## src/rtl/cp0_exc_ctrl_pkg.sv

```systemverilog
`default_nettype none
// ============================================================================
// Module   : cp0_exc_ctrl_pkg
// Purpose  : Shared constants for the coprocessor-0 exception controller.
//            Defines register numbers, ExcCode values, Status/Cause bit
//            positions, the MTC0-writable Status mask and a small helper
//            that identifies the address-error exception codes.
// Ports    : none (package)
// Revision : 1.0 - initial release
// ============================================================================
package cp0_exc_ctrl_pkg;

  // CP0 register numbers
  localparam logic [4:0] REG_BADVADDR = 5'd8;
  localparam logic [4:0] REG_COUNT    = 5'd9;
  localparam logic [4:0] REG_COMPARE  = 5'd11;
  localparam logic [4:0] REG_STATUS   = 5'd12;
  localparam logic [4:0] REG_CAUSE    = 5'd13;
  localparam logic [4:0] REG_EPC      = 5'd14;

  // ExcCode values
  localparam logic [4:0] EXC_INT  = 5'd0;
  localparam logic [4:0] EXC_ADEL = 5'd4;
  localparam logic [4:0] EXC_ADES = 5'd5;
  localparam logic [4:0] EXC_SYS  = 5'd8;
  localparam logic [4:0] EXC_BP   = 5'd9;
  localparam logic [4:0] EXC_RI   = 5'd10;
  localparam logic [4:0] EXC_OV   = 5'd12;

  // Status bit positions
  localparam int STATUS_IE    = 0;
  localparam int STATUS_EXL   = 1;
  localparam int STATUS_IM_LO = 8;
  localparam int STATUS_BEV   = 22;

  // Cause bit positions
  localparam int CAUSE_EXC_LO = 2;
  localparam int CAUSE_IP_LO  = 8;
  localparam int CAUSE_TI     = 30;
  localparam int CAUSE_BD     = 31;

  // Status bits that MTC0 may change: BEV, IM[7:0], EXL, IE
  localparam logic [31:0] STATUS_WMASK = 32'h0040_ff03;

  // BadVAddr is only captured for address-error exceptions
  function automatic logic is_addr_exc(input logic [4:0] code);
    return (code == EXC_ADEL) || (code == EXC_ADES);
  endfunction

endpackage
`default_nettype wire

```

## src/rtl/cp0_exc_ctrl_timer.sv

```systemverilog
`default_nettype none
// ============================================================================
// Module   : cp0_exc_ctrl_timer
// Purpose  : Count/Compare timer. A prescaler divides the core clock by
//            COUNT_DIV; Count increments each time the prescaler wraps.
//            TI latches when Count equals Compare and is cleared by a
//            Compare write.
// Ports    : clk, rst          - clock, synchronous active-high reset
//            count_we          - MTC0 write to Count (also clears prescaler)
//            compare_we        - MTC0 write to Compare (also clears TI)
//            wdata[31:0]       - MTC0 write data
//            count[31:0]       - live Count value
//            compare[31:0]     - live Compare value
//            ti_o              - timer interrupt flag
// Revision : 1.0 - initial release
// ============================================================================
module cp0_exc_ctrl_timer #(
  parameter int COUNT_DIV = 2
) (
  input  logic        clk,
  input  logic        rst,
  input  logic        count_we,
  input  logic        compare_we,
  input  logic [31:0] wdata,
  output logic [31:0] count,
  output logic [31:0] compare,
  output logic        ti_o
);

  localparam int PW = (COUNT_DIV > 1) ? $clog2(COUNT_DIV) : 1;
  localparam logic [PW-1:0] PRESC_LAST = PW'(COUNT_DIV - 1);

  logic [PW-1:0] presc;
  logic          ti;

  always_ff @(posedge clk) begin
    if (rst) begin
      presc   <= '0;
      count   <= '0;
      compare <= '0;
      ti      <= 1'b0;
    end else begin
      // A Count write overrides the increment and restarts the prescaler
      if (count_we) begin
        count <= wdata;
        presc <= '0;
      end else if (presc == PRESC_LAST) begin
        count <= count + 32'd1;
        presc <= '0;
      end else begin
        presc <= presc + 1'b1;
      end

      // Compare write clears TI even when it coincides with a match
      if (compare_we) begin
        compare <= wdata;
        ti      <= 1'b0;
      end else if (count == compare) begin
        ti <= 1'b1;
      end
    end
  end

  assign ti_o = ti;

endmodule
`default_nettype wire

```

## src/rtl/cp0_exc_ctrl.sv

```systemverilog
`default_nettype none
// ============================================================================
// Module   : cp0_exc_ctrl
// Purpose  : Coprocessor-0 register file and exception controller. Holds
//            BadVAddr, Count, Compare, Status, Cause and EPC; commits
//            exceptions and ERET; samples hardware interrupt lines; raises
//            the interrupt request and drives the fetch redirect.
// Ports    : clk, rst                     - clock, synchronous active-high reset
//            cp0_write_en/addr/data       - MTC0 write port
//            cp0_read_addr, data_o        - MFC0 read port (combinational)
//            exc_valid, exc_code,
//            exc_badvaddr, delayslot_flag,
//            current_pc_addr              - committed exception report
//            eret_flag                    - committed ERET
//            hw_int[HW_IRQ_NUM-1:0]       - level-sensitive interrupt lines
//            int_req_o                    - enabled interrupt pending
//            flush_o, flush_pc_o          - pipeline redirect
//            status_o, cause_o, epc_o     - live register values
// Revision : 1.0 - initial release
// ============================================================================
module cp0_exc_ctrl
  import cp0_exc_ctrl_pkg::*;
#(
  parameter int          HW_IRQ_NUM = 6,
  parameter int          COUNT_DIV  = 2,
  parameter logic [31:0] EXC_VECTOR = 32'hbfc0_0380,
  parameter logic [31:0] STATUS_RST = 32'h0040_ff00
) (
  input  logic                  clk,
  input  logic                  rst,
  input  logic                  cp0_write_en,
  input  logic [4:0]            cp0_write_addr,
  input  logic [31:0]           cp0_write_data,
  input  logic [4:0]            cp0_read_addr,
  output logic [31:0]           data_o,
  input  logic                  exc_valid,
  input  logic [4:0]            exc_code,
  input  logic [31:0]           exc_badvaddr,
  input  logic                  delayslot_flag,
  input  logic [31:0]           current_pc_addr,
  input  logic                  eret_flag,
  input  logic [HW_IRQ_NUM-1:0] hw_int,
  output logic                  int_req_o,
  output logic                  flush_o,
  output logic [31:0]           flush_pc_o,
  output logic [31:0]           status_o,
  output logic [31:0]           cause_o,
  output logic [31:0]           epc_o
);

  logic [31:0]           status;
  logic [31:0]           epc;
  logic [31:0]           badvaddr;
  logic                  cause_bd;
  logic [4:0]            cause_exc;
  logic [1:0]            ip_sw;
  logic [HW_IRQ_NUM-1:0] hw_q;
  logic [7:0]            ip;
  logic [31:0]           cause;
  logic [31:0]           count;
  logic [31:0]           compare;
  logic                  ti;

  logic we_count, we_compare, we_status, we_cause, we_epc;

  assign we_count   = cp0_write_en && (cp0_write_addr == REG_COUNT);
  assign we_compare = cp0_write_en && (cp0_write_addr == REG_COMPARE);
  assign we_status  = cp0_write_en && (cp0_write_addr == REG_STATUS);
  assign we_cause   = cp0_write_en && (cp0_write_addr == REG_CAUSE);
  assign we_epc     = cp0_write_en && (cp0_write_addr == REG_EPC);

  // Count/Compare are never touched by exceptions or ERET, so their
  // MTC0 writes are accepted unconditionally.
  cp0_exc_ctrl_timer #(
    .COUNT_DIV (COUNT_DIV)
  ) u_timer (
    .clk        (clk),
    .rst        (rst),
    .count_we   (we_count),
    .compare_we (we_compare),
    .wdata      (cp0_write_data),
    .count      (count),
    .compare    (compare),
    .ti_o       (ti)
  );

  always_ff @(posedge clk) begin
    if (rst) begin
      status    <= STATUS_RST;
      epc       <= '0;
      badvaddr  <= '0;
      cause_bd  <= 1'b0;
      cause_exc <= '0;
      ip_sw     <= '0;
      hw_q      <= '0;
    end else begin
      hw_q <= hw_int;

      if (exc_valid) begin
        // Exception owns Status, Cause, EPC and BadVAddr this cycle
        status[STATUS_EXL] <= 1'b1;
        cause_exc          <= exc_code;
        // Nested exception keeps the original return point
        if (!status[STATUS_EXL]) begin
          epc      <= delayslot_flag ? (current_pc_addr - 32'd4) : current_pc_addr;
          cause_bd <= delayslot_flag;
        end
        if (is_addr_exc(exc_code)) begin
          badvaddr <= exc_badvaddr;
        end
      end else begin
        if (eret_flag) begin
          // ERET owns Status only
          status[STATUS_EXL] <= 1'b0;
        end else if (we_status) begin
          status <= (status & ~STATUS_WMASK) | (cp0_write_data & STATUS_WMASK);
        end
        if (we_epc) begin
          epc <= cp0_write_data;
        end
        if (we_cause) begin
          ip_sw <= cp0_write_data[CAUSE_IP_LO +: 2];
        end
      end
    end
  end

  // Interrupt-pending vector: software bits, sampled lines, timer on IP7
  assign ip[1:0] = ip_sw;

  for (genvar i = 0; i < 5; i++) begin : g_ip
    if (i < HW_IRQ_NUM) begin : g_line
      assign ip[2+i] = hw_q[i];
    end else begin : g_none
      assign ip[2+i] = 1'b0;
    end
  end

  if (HW_IRQ_NUM == 6) begin : g_ip7_hw
    assign ip[7] = ti | hw_q[5];
  end else begin : g_ip7_ti
    assign ip[7] = ti;
  end

  assign cause = {cause_bd, ti, 14'b0, ip, 1'b0, cause_exc, 2'b00};

  always_comb begin
    data_o = '0;
    if (!rst) begin
      case (cp0_read_addr)
        REG_BADVADDR: data_o = badvaddr;
        REG_COUNT:    data_o = count;
        REG_COMPARE:  data_o = compare;
        REG_STATUS:   data_o = status;
        REG_CAUSE:    data_o = cause;
        REG_EPC:      data_o = epc;
        default:      data_o = '0;
      endcase
    end
  end

  assign int_req_o = status[STATUS_IE] & ~status[STATUS_EXL] &
                     (|(ip & status[STATUS_IM_LO +: 8]));

  // EPC written by MTC0 alongside ERET only becomes visible next cycle
  assign flush_o    = exc_valid | eret_flag;
  assign flush_pc_o = exc_valid ? EXC_VECTOR : epc;

  assign status_o = status;
  assign cause_o  = cause;
  assign epc_o    = epc;

endmodule
`default_nettype wire

```

## config.mk

```make
export PLATFORM = sky130hd
export DESIGN_NAME = cp0_exc_ctrl
export DESIGN_NICKNAME = d
export VERILOG_FILES = /design/src/rtl/cp0_exc_ctrl_pkg.sv /design/src/rtl/cp0_exc_ctrl_timer.sv /design/src/rtl/cp0_exc_ctrl.sv
export SDC_FILE = /design/constraint.sdc
export NUM_CORES = 1
export LEC_CHECK = 0
export BUFFER_PORTS_ARGS = -buffer_cell sky130_fd_sc_hd__buf_4
export CORE_MARGIN = 5
export CORE_UTILIZATION = 35
export CTS_CLUSTER_DIAMETER = 60
export CTS_CLUSTER_SIZE = 10
export DETAILED_ROUTE_END_ITERATION = 16
export GPL_ROUTABILITY_DRIVEN = 0
export PLACE_DENSITY = 0.67
export SLEW_MARGIN = 20
export SYNTH_ARGS = -nofsm -noshare
export SYNTH_HDL_FRONTEND = slang
export SYNTH_SLANG_ARGS = --single-unit
```

## constraint.sdc

```tcl
create_clock -name clk -period 1.6 [get_ports clk]
set_input_delay 0.08 -clock clk [delete_from_list [all_inputs] [get_ports clk]]
set_output_delay 0.08 -clock clk [all_outputs]
set_load 0.01 [all_outputs]
```

==> flow_summary.ini <==
[drt]
first_pass_iters = 6
via_count = 10300
wl_met3_mm = 4.28
drcViolationCount = 0
ant_nets = 0
wirelength_met1_mm = 15.3
dr.max_layer_used = met4
wl_met2_mm = 18.1
routed_wl_mm = 39.5
routedWlPerCell_um = 21.3
viasPerCell = 5.55
drt_iter0_drc = 1369

[timing]
tightest_slew_ps = 504
max_freq_ghz = 0.544
finalCritPeriodShare_pct = 115
fin_ws_ps = -239
clock_skew_ps = 7.77
setup_violations = 49
slew_violations = 0
relSlewSlack_pct = 66.4
rsz0062_at_grt = yes
fin_hold_ws_ps = 10.9
setup_tns_ps = -3670
min_period_ps = 1840
hold_violations = 0

[final_layout]
area_growth_pct = 59.7
layout-drive-gt1-share_pct = 39.9
fillerInstances = 2140
finalNonFillerCells = 1854
mostFrequentLayoutCell = buf_4
nNetsFinal = 1635
most-common-layout-cells = buf_4, dfxtp_1, nor2_1

[logic_synthesis]
async_flop_share_pct = 0
yosys.area.top_type = dfxtp_1
synth_compound_area_share_pct = 19.5
synth_flop_cell = dfxtp_1
synth_edf_count = 0
yosys.area_share.simple_pct = 22.0
avgSynthCellArea_um2 = 8.20
synth-xor-area-share_pct = 8.07
yosysWarningCount = 0
synth_area_leaders = dfxtp_1, mux2i_1, xnor2_1
syn_inst = 1085
ys_types = 70
synth_fa_ha_area_share_pct = 0.281
syn-cell-area_um2 = 8900
synth_top_family_by_area = simple AND/OR/NAND/NOR gates
synthDominantCellAreaShare_pct = 34.9
ys_seq_elements = 155
synth-seq-area-share_pct = 34.9
synthMuxAreaShare_pct = 7.06

[power_and_ir_drop]
p_sw_share_pct = 29.0
seqPwrFrac_pct = 41.3
p_per_area_nw_per_um2 = 707
p_int_mw = 7.14
combPwrFrac_pct = 18.6
p_leak_nw = 5.71
clkPwrFrac_pct = 40.1
ir_worst_vdd_v = 0.000469
switchingPower_mw = 2.92

[min_path]
min_from = current_pc_addr[29]
hp-class = primary input to register

[place]
port_buffers = 246
placed_cells = 1713
dp_hpwl_mm = 28.4

[critical_path]
timing.rr.start = u_timer.count[11]
crit_fanout = 4
required_ps = 1520
startpoint = cp0_read_addr[4]
crit_arrival_ps = 1760
crit_path_end_kind = output port
path_class = primary input to output port
crit_path_start_kind = primary input

[floorplanning]
initial_core_util_pct = 35.4
die_w_um = 169
coreArea_um2 = 25100
fp.dieArea_um2 = 28700
rows = 58
io_pins = 285
dieHeight_um = 169

[status]
violations = negative setup slack
status = complete, but fails checks

[grt]
grt_overflow = 0
grt_pass1_wl_mm = 56.8
gr-usage-all-layers_pct = 25.5
antenna_found_initial = 0
grt_pass1_vias = 9796
grt_max_degree = 72

[clock_tree]
clkSlewWorstSetupHoldPaths_ps = 60
htreeDepth = 4
cts.sinks = 155
clk_path_buf_depth = 2
cts-root-buf = clkbuf_16
cts_tree = yes
cts_buffers = 17
clkLatencyLatePin_ps = 440

[run]
cap_violations = 0
==> power by group through the flow <==
stage	sequential, mW	clock (mW)	combinational [mW]
2_1_floorplan	4.20	0	0.719
3_3_place_gp	4.22	0	1.56
3_5_place_dp	4.22	0	1.58
4_1_cts	4.14	4.03	1.79
5_1_grt	4.16	4.18	1.98
6_report	4.15	4.03	1.87
==> through the flow <==
stage | util (%) | setup WS, ps | power, mW | area, um^2
6_report | 56.6 | -239 | 10.1 | 14200
3_3_place_gp | 47.5 | -278 | 5.79 | 11900
2_1_floorplan | - | -127 | 4.92 | 9110
3_5_place_dp | 47.5 | -311 | 5.80 | 11900
5_1_grt | 56.6 | -220 | 10.3 | 14200
4_1_cts | 54.7 | -127 | 9.95 | 13700
==> metal layers <==
metal | track usage (%) | vias to the layer above
li1 | - | 4696
met1 | 33.3 | 4836
met2 | 41.1 | 654
met3 | 5.73 | 109
met4 | 10.3 | 0
met5 | 0 | -
==> final timing paths <==
check	endpoint	slack (ps)	cells past startpoint
worst max-delay path	data_o[11]	-240	8
worst min-delay path	epc_o[29]	10	3
worst max register to register	u_timer.count[27]	-80	7
worst min register to register	badvaddr[3]	460	2
==> critical path, cell delays in order <==
cell       delay (ps)
buf_6              90
nand3b_1          280
nor3b_2           380
buf_4             210
clkbuf_16         150
a22oi_1            70
a31oi_1           310
buf_4             190
==> registers in the layout (all words and copies together) (netlist names) <==
signal           flops
u_timer.presc        1
epc_o               32
u_timer.ti_o         1
ip_sw                2
status_o            11
hw_q                 6
u_timer.count       32
badvaddr            32
cause_bd             1
cause_exc            5
u_timer.compare     32
==> cell families after synthesis <==
family | count (synthesis)
AO/OA/AOI/OAI | 253
XOR/XNOR | 82
adder cells (fa/ha/maj) | 2
buffers and inverters | 144
flip-flops | 155
multiplexers | 62
other | 1
AND/OR/NAND/NOR | 386
==> area by class of cell <==
| cell class | count | area, um^2 | area share, % |
|---|---|---|---|
| clock buffer | 18 | 439 | 3.09 |
| multi-input combinational | 823 | 5740 | 40.4 |
| clock inverter | 14 | 136 | 0.960 |
| timing repair buffer | 503 | 4310 | 30.3 |
| inverter | 10 | 37.5 | 0.264 |
| antenna | 1 | 2.50 | 0.0176 |
| sequential | 155 | 3130 | 22.0 |
| tap | 330 | 413 | 2.91 |
==> cells in the mapped netlist (4+ instances only) <==
library cell / count
nor2_1: 106
buf_2: 9
a31o_2: 5
clkbuf_1: 72
a222oi_1: 11
and3_1: 4
nand4_1: 27
buf_1: 7
xnor2_1: 58
a221oi_1: 4
nand3_1: 26
a22oi_1: 63
o21ai_0: 10
or2_2: 16
mux2i_1: 56
or4_1: 4
dfxtp_1: 155
a31oi_1: 11
mux2_2: 6
o22ai_1: 5
nor2b_1: 26
nand2_1: 104
a211oi_1: 32
a21oi_1: 78
a2111oi_0: 6
xor2_1: 24
inv_1: 10
nor4b_1: 4
nor3_1: 21
nor4_1: 14
nand2b_1: 4
buf_4: 45
==> repair_timing <==
action | CTS | global route
cloned | 4 | 5
gates resized for setup | 73 | 68
setup endpoints to repair | 50 | 63
pin swaps | 50 | 55
hold buffers | 80 | 0
hold endpoints to repair | 116 | 0
buffers inserted | 10 | 9
Power figures use the tool's default switching activity.
